$ cat src/rtl/wb_shared_bus.sv
// Shared Wishbone bus: round-robin arbitration across NM masters and address decode
// across NS slaves, with error responses for unmapped addresses and for strobe timeouts.
module wb_shared_bus #(
    parameter int NM = 2,
    parameter int NS = 3,
    parameter int AW = 32,
    parameter int DW = 32,
    parameter logic [NS*AW-1:0] SLAVE_BASE =
        {32'h9000_0000, 32'h1000_0000, 32'h0000_0000},
    parameter logic [NS*AW-1:0] SLAVE_MASK =
        {32'hFFFF_F000, 32'hFFFF_C000, 32'hFFFF_0000},
    parameter int TIMEOUT = 255
) (
    input  logic                 wb_clk_i,
    input  logic                 wb_rst_i,
    input  logic [NM*AW-1:0]     m_adr_i,
    input  logic [NM*DW-1:0]     m_dat_i,
    input  logic [NM*DW/8-1:0]   m_sel_i,
    input  logic [NM-1:0]        m_we_i,
    input  logic [NM-1:0]        m_cyc_i,
    input  logic [NM-1:0]        m_stb_i,
    input  logic [NM*3-1:0]      m_cti_i,
    input  logic [NM*2-1:0]      m_bte_i,
    output logic [NM*DW-1:0]     m_dat_o,
    output logic [NM-1:0]        m_ack_o,
    output logic [NM-1:0]        m_err_o,
    output logic [NM-1:0]        m_rty_o,
    output logic [AW-1:0]        s_adr_o,
    output logic [DW-1:0]        s_dat_o,
    output logic [DW/8-1:0]      s_sel_o,
    output logic                 s_we_o,
    output logic [2:0]           s_cti_o,
    output logic [1:0]           s_bte_o,
    output logic [NS-1:0]        s_cyc_o,
    output logic [NS-1:0]        s_stb_o,
    input  logic [NS*DW-1:0]     s_dat_i,
    input  logic [NS-1:0]        s_ack_i,
    input  logic [NS-1:0]        s_err_i,
    input  logic [NS-1:0]        s_rty_i,
    output logic [NM-1:0]        grant_o
);

    localparam int SW  = DW / 8;
    localparam int IW  = (NM > 1) ? $clog2(NM) : 1;
    localparam int SIW = (NS > 1) ? $clog2(NS) : 1;
    localparam int CW  = (TIMEOUT > 0) ? $clog2(TIMEOUT + 1) : 1;

    typedef enum logic [1:0] {
        IDLE,
        OWNED,
        DERR
    } state_t;

    state_t          state_q, state_d;
    logic [NM-1:0]   grant_q, grant_d;
    logic [IW-1:0]   own_q, own_d;
    logic [IW-1:0]   last_q, last_d;
    logic [CW-1:0]   cnt_q, cnt_d;
    logic            rdy_q;

    logic [AW-1:0]   own_adr;
    logic [DW-1:0]   own_dat;
    logic [SW-1:0]   own_sel;
    logic            own_we;
    logic            own_cyc;
    logic            own_stb;
    logic [2:0]      own_cti;
    logic [1:0]      own_bte;

    logic            sel_vld;
    logic [SIW-1:0]  sel_idx;
    logic            hit;
    logic            live;
    logic            pass;
    logic            rsp_ack;
    logic            rsp_err;
    logic            rsp_rty;
    logic [DW-1:0]   rsp_dat;

    logic            found;
    logic [IW-1:0]   pick;

    always_comb begin
        own_adr = '0;
        own_dat = '0;
        own_sel = '0;
        own_we  = 1'b0;
        own_cyc = 1'b0;
        own_stb = 1'b0;
        own_cti = '0;
        own_bte = '0;
        if (state_q != IDLE) begin
            own_adr = m_adr_i[int'(own_q)*AW +: AW];
            own_dat = m_dat_i[int'(own_q)*DW +: DW];
            own_sel = m_sel_i[int'(own_q)*SW +: SW];
            own_we  = m_we_i[own_q];
            own_cyc = m_cyc_i[own_q];
            own_stb = m_stb_i[own_q] & m_cyc_i[own_q];
            own_cti = m_cti_i[int'(own_q)*3 +: 3];
            own_bte = m_bte_i[int'(own_q)*2 +: 2];
        end
    end

    assign s_adr_o = own_adr;
    assign s_dat_o = own_dat;
    assign s_sel_o = own_sel;
    assign s_we_o  = own_we;
    assign s_cti_o = own_cti;
    assign s_bte_o = own_bte;
    assign grant_o = grant_q;

    // Descending scan so the lowest matching slave index wins.
    always_comb begin
        sel_vld = 1'b0;
        sel_idx = '0;
        for (int k = NS - 1; k >= 0; k--) begin
            if ((own_adr & SLAVE_MASK[k*AW +: AW]) == SLAVE_BASE[k*AW +: AW]) begin
                sel_vld = 1'b1;
                sel_idx = SIW'(k);
            end
        end
    end

    assign hit  = (TIMEOUT != 0) && (state_q == OWNED) &&
                  (cnt_q == CW'(TIMEOUT));
    assign live = (state_q == OWNED) && own_cyc;
    assign pass = live && sel_vld && !hit;

    always_comb begin
        s_cyc_o = '0;
        s_stb_o = '0;
        if (own_cyc && sel_vld) begin
            s_cyc_o[sel_idx] = 1'b1;
            s_stb_o[sel_idx] = live && own_stb && !hit;
        end
    end

    always_comb begin
        rsp_ack = 1'b0;
        rsp_err = 1'b0;
        rsp_rty = 1'b0;
        rsp_dat = '0;
        if (pass) begin
            rsp_ack = s_ack_i[sel_idx];
            rsp_err = s_err_i[sel_idx];
            rsp_rty = s_rty_i[sel_idx];
            rsp_dat = s_dat_i[int'(sel_idx)*DW +: DW];
        end
    end

    always_comb begin
        m_dat_o = '0;
        m_ack_o = '0;
        m_err_o = '0;
        m_rty_o = '0;
        if (state_q != IDLE) begin
            m_dat_o[int'(own_q)*DW +: DW] = rsp_dat;
            m_ack_o[own_q] = rsp_ack;
            m_err_o[own_q] = rsp_err | (state_q == DERR);
            m_rty_o[own_q] = rsp_rty;
        end
    end

    // Round-robin search starting just after the previous owner.
    always_comb begin
        found = 1'b0;
        pick  = '0;
        for (int i = 0; i < NM; i++) begin
            if (!found && m_cyc_i[(int'(last_q) + 1 + i) % NM]) begin
                found = 1'b1;
                pick  = IW'((int'(last_q) + 1 + i) % NM);
            end
        end
    end

    always_comb begin
        state_d = state_q;
        grant_d = grant_q;
        own_d   = own_q;
        last_d  = last_q;
        cnt_d   = '0;
        unique case (state_q)
            IDLE: begin
                if (rdy_q && found) begin
                    state_d       = OWNED;
                    grant_d       = '0;
                    grant_d[pick] = 1'b1;
                    own_d         = pick;
                    last_d        = pick;
                end
            end
            OWNED: begin
                if (!own_cyc) begin
                    state_d = IDLE;
                    grant_d = '0;
                end else if (own_stb && (!sel_vld || hit)) begin
                    state_d = DERR;
                end else if (own_stb && (TIMEOUT != 0) &&
                             !(rsp_ack || rsp_err || rsp_rty)) begin
                    cnt_d = cnt_q + CW'(1);
                end
            end
            DERR: begin
                state_d = OWNED;
            end
            default: begin
                state_d = IDLE;
                grant_d = '0;
            end
        endcase
    end

    always_ff @(posedge wb_clk_i or negedge wb_rst_i) begin
        if (!wb_rst_i) begin
            state_q <= IDLE;
            grant_q <= '0;
            own_q   <= '0;
            last_q  <= IW'(NM - 1);
            cnt_q   <= '0;
            rdy_q   <= 1'b0;
        end else begin
            state_q <= state_d;
            grant_q <= grant_d;
            own_q   <= own_d;
            last_q  <= last_d;
            cnt_q   <= cnt_d;
            rdy_q   <= 1'b1;
        end
    end

endmodule

$ cat config.mk
export PLATFORM = sky130hd
export DESIGN_NAME = wb_shared_bus
export DESIGN_NICKNAME = d
export VERILOG_FILES = /design/src/rtl/wb_shared_bus.sv
export SDC_FILE = /design/constraint.sdc
export NUM_CORES = 1
export LEC_CHECK = 0
export BUFFER_PORTS_ARGS = -buffer_cell sky130_fd_sc_hd__buf_2
export CAP_MARGIN = 20
export CELL_PAD_IN_SITES_DETAIL_PLACEMENT = 1
export CELL_PAD_IN_SITES_GLOBAL_PLACEMENT = 2
export CORE_AREA = 2 2 158 160
export CTS_CLUSTER_DIAMETER = 200
export CTS_CLUSTER_SIZE = 10
export DETAILED_ROUTE_END_ITERATION = 12
export DIE_AREA = 0 0 160 162
export PLACE_DENSITY_LB_ADDON = 0.2
export SLEW_MARGIN = 40
export SYNTH_ARGS = -nofsm -noshare
export SYNTH_HDL_FRONTEND = slang
export SYNTH_SLANG_ARGS = --single-unit
$ cat constraint.sdc
create_clock -name wb_clk_i -period 5.6 [get_ports wb_clk_i]
set_input_delay 1.68 -clock wb_clk_i [delete_from_list [all_inputs] [get_ports wb_clk_i]]
set_output_delay 1.68 -clock wb_clk_i [all_outputs]
set_load 0.1 [all_outputs]
==> key figures <==
Run status
  – Status: complete, no violations

Route
  – WL/cell: around 20 um
  – Initial drt markers: 172
  – Final Routed Wirelength: roughly 24,000 um
  – Vias/cell: around 4.3
  – DRT Pass-1 Iters: 4
  – ANT nets after route: 0
  – Vias: 5,237
  – DRC viols: 0

Cells and area
  – Share of cells above drive strength 1: around 72%
  – Area delta synth->final: 156%
  – Fillcell total: between 2,000 and 3,000
  – Register Area: about 380 um^2
  – Net count, final: around 1,100
  – Multi-input logic area: roughly 0.0037 mm^2

Logic synthesis
  – Top-area cell type share of the netlist area: 31.4%
  – Synth warnings: 0
  – Synth area leaders: mux2i_1 31%, nor2_1 12%, a211oi_2 11%
  – Primary FF master, synth: dfrtp_1
  – Avg Inst Size Synth: between 7 and 8 um^2
  – Flops & latches, synth: 15
  – Mapped Cells: about 440
  – Count leader, synth: nor2_1
  – Post-synth top cells: 110 x nor2_1, 106 x mux2i_1, 35 x a211oi_1
  – Async SR Flop Fraction: 100%
  – Synth area leader: mux2i_1
  – Seq/Total Area, Yosys: approximately 11%
  – Post-synth EDFFs: 0
  – Syn nets: ~700
  – Yosys cell types: 46
  – Synth Cell Area: 0.00338 mm^2

Worst setup path
  – Worst Path Required: approximately 3.9 ns
  – Crit path max fanout: 6
  – WS Path Type: in2out
  – Crit end category: output pin
  – CP startpoint kind: primary input
  – Critical R2R Launch: own_q$_DFFE_PN0P_
  – Buffers & Inverters on Critical Path: 3
  – Worst r2r dst: cnt_q[4]$_DFF_PN0_
  – Reg2Reg Depth: 8
  – Critical path cell sequence: buf_2 > or3_1 > a211oi_2 > nor2_1 > nand3b_1 > or3_4 > clkbuf_16 > a211oi_4 > buf_12
  – Crit-path slowest cell: or3_4
  – Reg2reg setup slack: around 2.3 ns
  – Critical Path AT: between 3 and 4 ns
  – Delay-heaviest family, CP: simple AND/OR/NAND/NOR gates
  – CP peak stage delay: about 0.45 ns

Timing
  – Setup Skew: between 0.005 and 0.006 ns
  – Worst rel slew slack: roughly 30%
  – Max Slew Vio Count: 0
  – RSZ-0062 raised after global routing: yes
  – Min cycle time layout: ~5.6 ns
  – TNS Setup: 0 ns
  – Worst Tran Pin Value: 1.04 ns
  – Number of hold violations in the final report: 0
  – Peak Freq: around 180 MHz
  – Setup-failing EPs final: 0
  – Tcrit/Tclk final: 99.9%

Place
  – IO buf count: between 400 and 500
  – Routability cong.: roughly 0.80
  – Dpl hpwl: slightly below 20,000 um

Floorplan
  – Height of the die: approximately 160 um
  – Die area: 0.0259 mm^2
  – Initial Util: 14.0%
  – Die X: 160 um
  – Core footprint: 0.0241 mm^2
  – I/O pin count: 411
  – # rows: 57

Worst hold path
  – Hold-critical path depth: 2
  – Min-delay src: grant_o[0]$_DFFE_PN0P_
  – Hold Path Sink: grant_o[0]$_DFFE_PN0P_
  – Hold Path Class: reg2reg

CTS
  – Inserted Clock Buffers: 3
  – Maximum buffer depth of the clock tree: 2
  – CTS tree: built
  – Reg clk slew, reported paths: approximately 0.05 ns
  – H-tree levels: 1
  – CTS Hold Bufs: 0
  – Clock Root Buffer: clkbuf_16
  – Clk sink count: 15
  – Worst-skew pair later-pin latency: between 0.2 and 0.3 ns

Power
  – Overall power: 3690 uW
  – Maximum vdd ir drop: just under 0.0003 V
  – PwrDens: ~430 mW/mm^2
  – Static Leak: just under 0.004 uW

Global routing
  – Initial antenna violation count: 2
  – Total grt overflow: 0
  – Vias in the first global route: roughly 5,400
  – Pin count of the biggest net entering global routing: 43
  – First-pass GRT wire length: 34,000 um
  – Global Route Usage Sum: between 15 and 20%

Flow run
  – Maxcap violations: 0
layout by cell type (no fill, tap or decap), types with 2 or more instances in the layout:
master,netlist,routed
buf_2,9,326
mux2i_2,0,25
nor2_1,110,98
nor2b_4,0,4
a32o_1,2,2
buf_6,5,11
nor4_1,9,8
o21ai_0,4,3
a211oi_2,31,26
and3_1,4,3
diode_2,0,2
o31ai_4,0,3
mux2_2,2,2
a21o_1,2,2
mux2i_1,106,67
buf_12,0,86
inv_1,8,7
buf_4,0,52
clkbuf_16,0,8
a41oi_2,0,3
nor2_4,0,2
o21a_1,2,2
nor2_2,0,10
o221ai_4,0,2
nand3_1,6,5
dfrtp_1,14,13
a211oi_4,0,40
nand2b_1,4,4
xnor2_1,5,5
or2_2,3,3
mux2i_4,0,14
nand2_1,14,14
flip-flops by register name, indices dropped and copies added, names as in the netlist:
register,count
cnt_q,8
grant_o,2
state_q,2
last_q,1
own_q,1
rdy_q,1
where the power goes:
group / leakage [uW] / internal (uW) / switching, uW / total [uW]
Clock: 0.0000409 / 95.4 / 45.3 / 141
Sequential: 0.000196 / 132 / 97.3 / 230
Combinational: 0.00369 / 746 / 2570 / 3320
stage by stage:
| step | cells | cell area [um^2] | hold slack, ns | utilization [%] | setup WS (ns) |
|---|---|---|---|---|---|
| final | 1208 | 8650 | 0.500 | 35.9 | 0.00834 |
| after global routing | 1207 | 8650 | 0.552 | 35.9 | -0.118 |
| after CTS | 1198 | 8110 | 0.512 | 33.6 | -0.0282 |
| after detailed placement | 1193 | 7790 | 0.499 | 32.3 | -0.190 |
| after global placement | 1193 | 7790 | 0.501 | 32.3 | -0.237 |
| after floorplan | 439 | 3850 | 0.527 | - | -0.779 |
layout make-up:
class                      count  share of cell area [%]
timing repair buffer         481                    46.5
multi-input combinational    374                    43.1
tap                          324                    4.68
sequential                    15                    4.39
clock buffer                   3                   0.867
inverter                       8                   0.390
clock inverter                 1                  0.0578
antenna                        2                  0.0578
repair_timing:
item	CTS	global route
gates cloned	1	6
buffers inserted	0	4
setup endpoints to repair	68	72
gates resized for setup	41	69
pin swaps	9	56
worst max path at each step:
stage	start	cells after the start	slack [ns]	endpoint
after detailed placement	m_adr_i[61]	10	-0.19	m_dat_o[26]
final	m_adr_i[12]	9	0.008	m_dat_o[3]
after global placement	m_adr_i[61]	10	-0.24	m_dat_o[26]
after global routing	m_adr_i[57]	12	-0.12	m_dat_o[44]
after floorplan	m_adr_i[63]	8	-0.78	m_dat_o[10]
after CTS	m_adr_i[27]	13	-0.03	m_dat_o[39]
routing by layer:
metal  share of wire (%)  global-route usage [%]  routed length (um)  vias to the layer above
met4                 1.5                    2.87                 364                        0
li1                    -                       -                   -                     2482
met2                  54                    32.7               13100                      223
met1                  38                    19.5                9290                     2514
met3                 6.2                    3.12                1490                       18
met5                   0                       0                   0                        -
kinds of logic (layout without fill, tap and decap cells):
family                     count (synthesis)  in the layout  synth area share, %
AOI/OAI and AO/OA                         91             91                 25.5
xor gates and xnor gates                   6              6                 1.55
adders and majority gates                  1              1                0.370
buffers and inverters                     50            493                 6.99
DFF                                       15             15                 11.1
muxes                                    108            108                 32.1
other                                      1              3                0.111
and+or+nand+nor                          167            167                 22.3
tightest hold or removal path, stage by stage (launching register included):
cell	delay [ns]
dfrtp_1	0.33
nand3_1	0.06
nand2_1	0.07
Note: power is estimated with default switching activity, not from simulation.
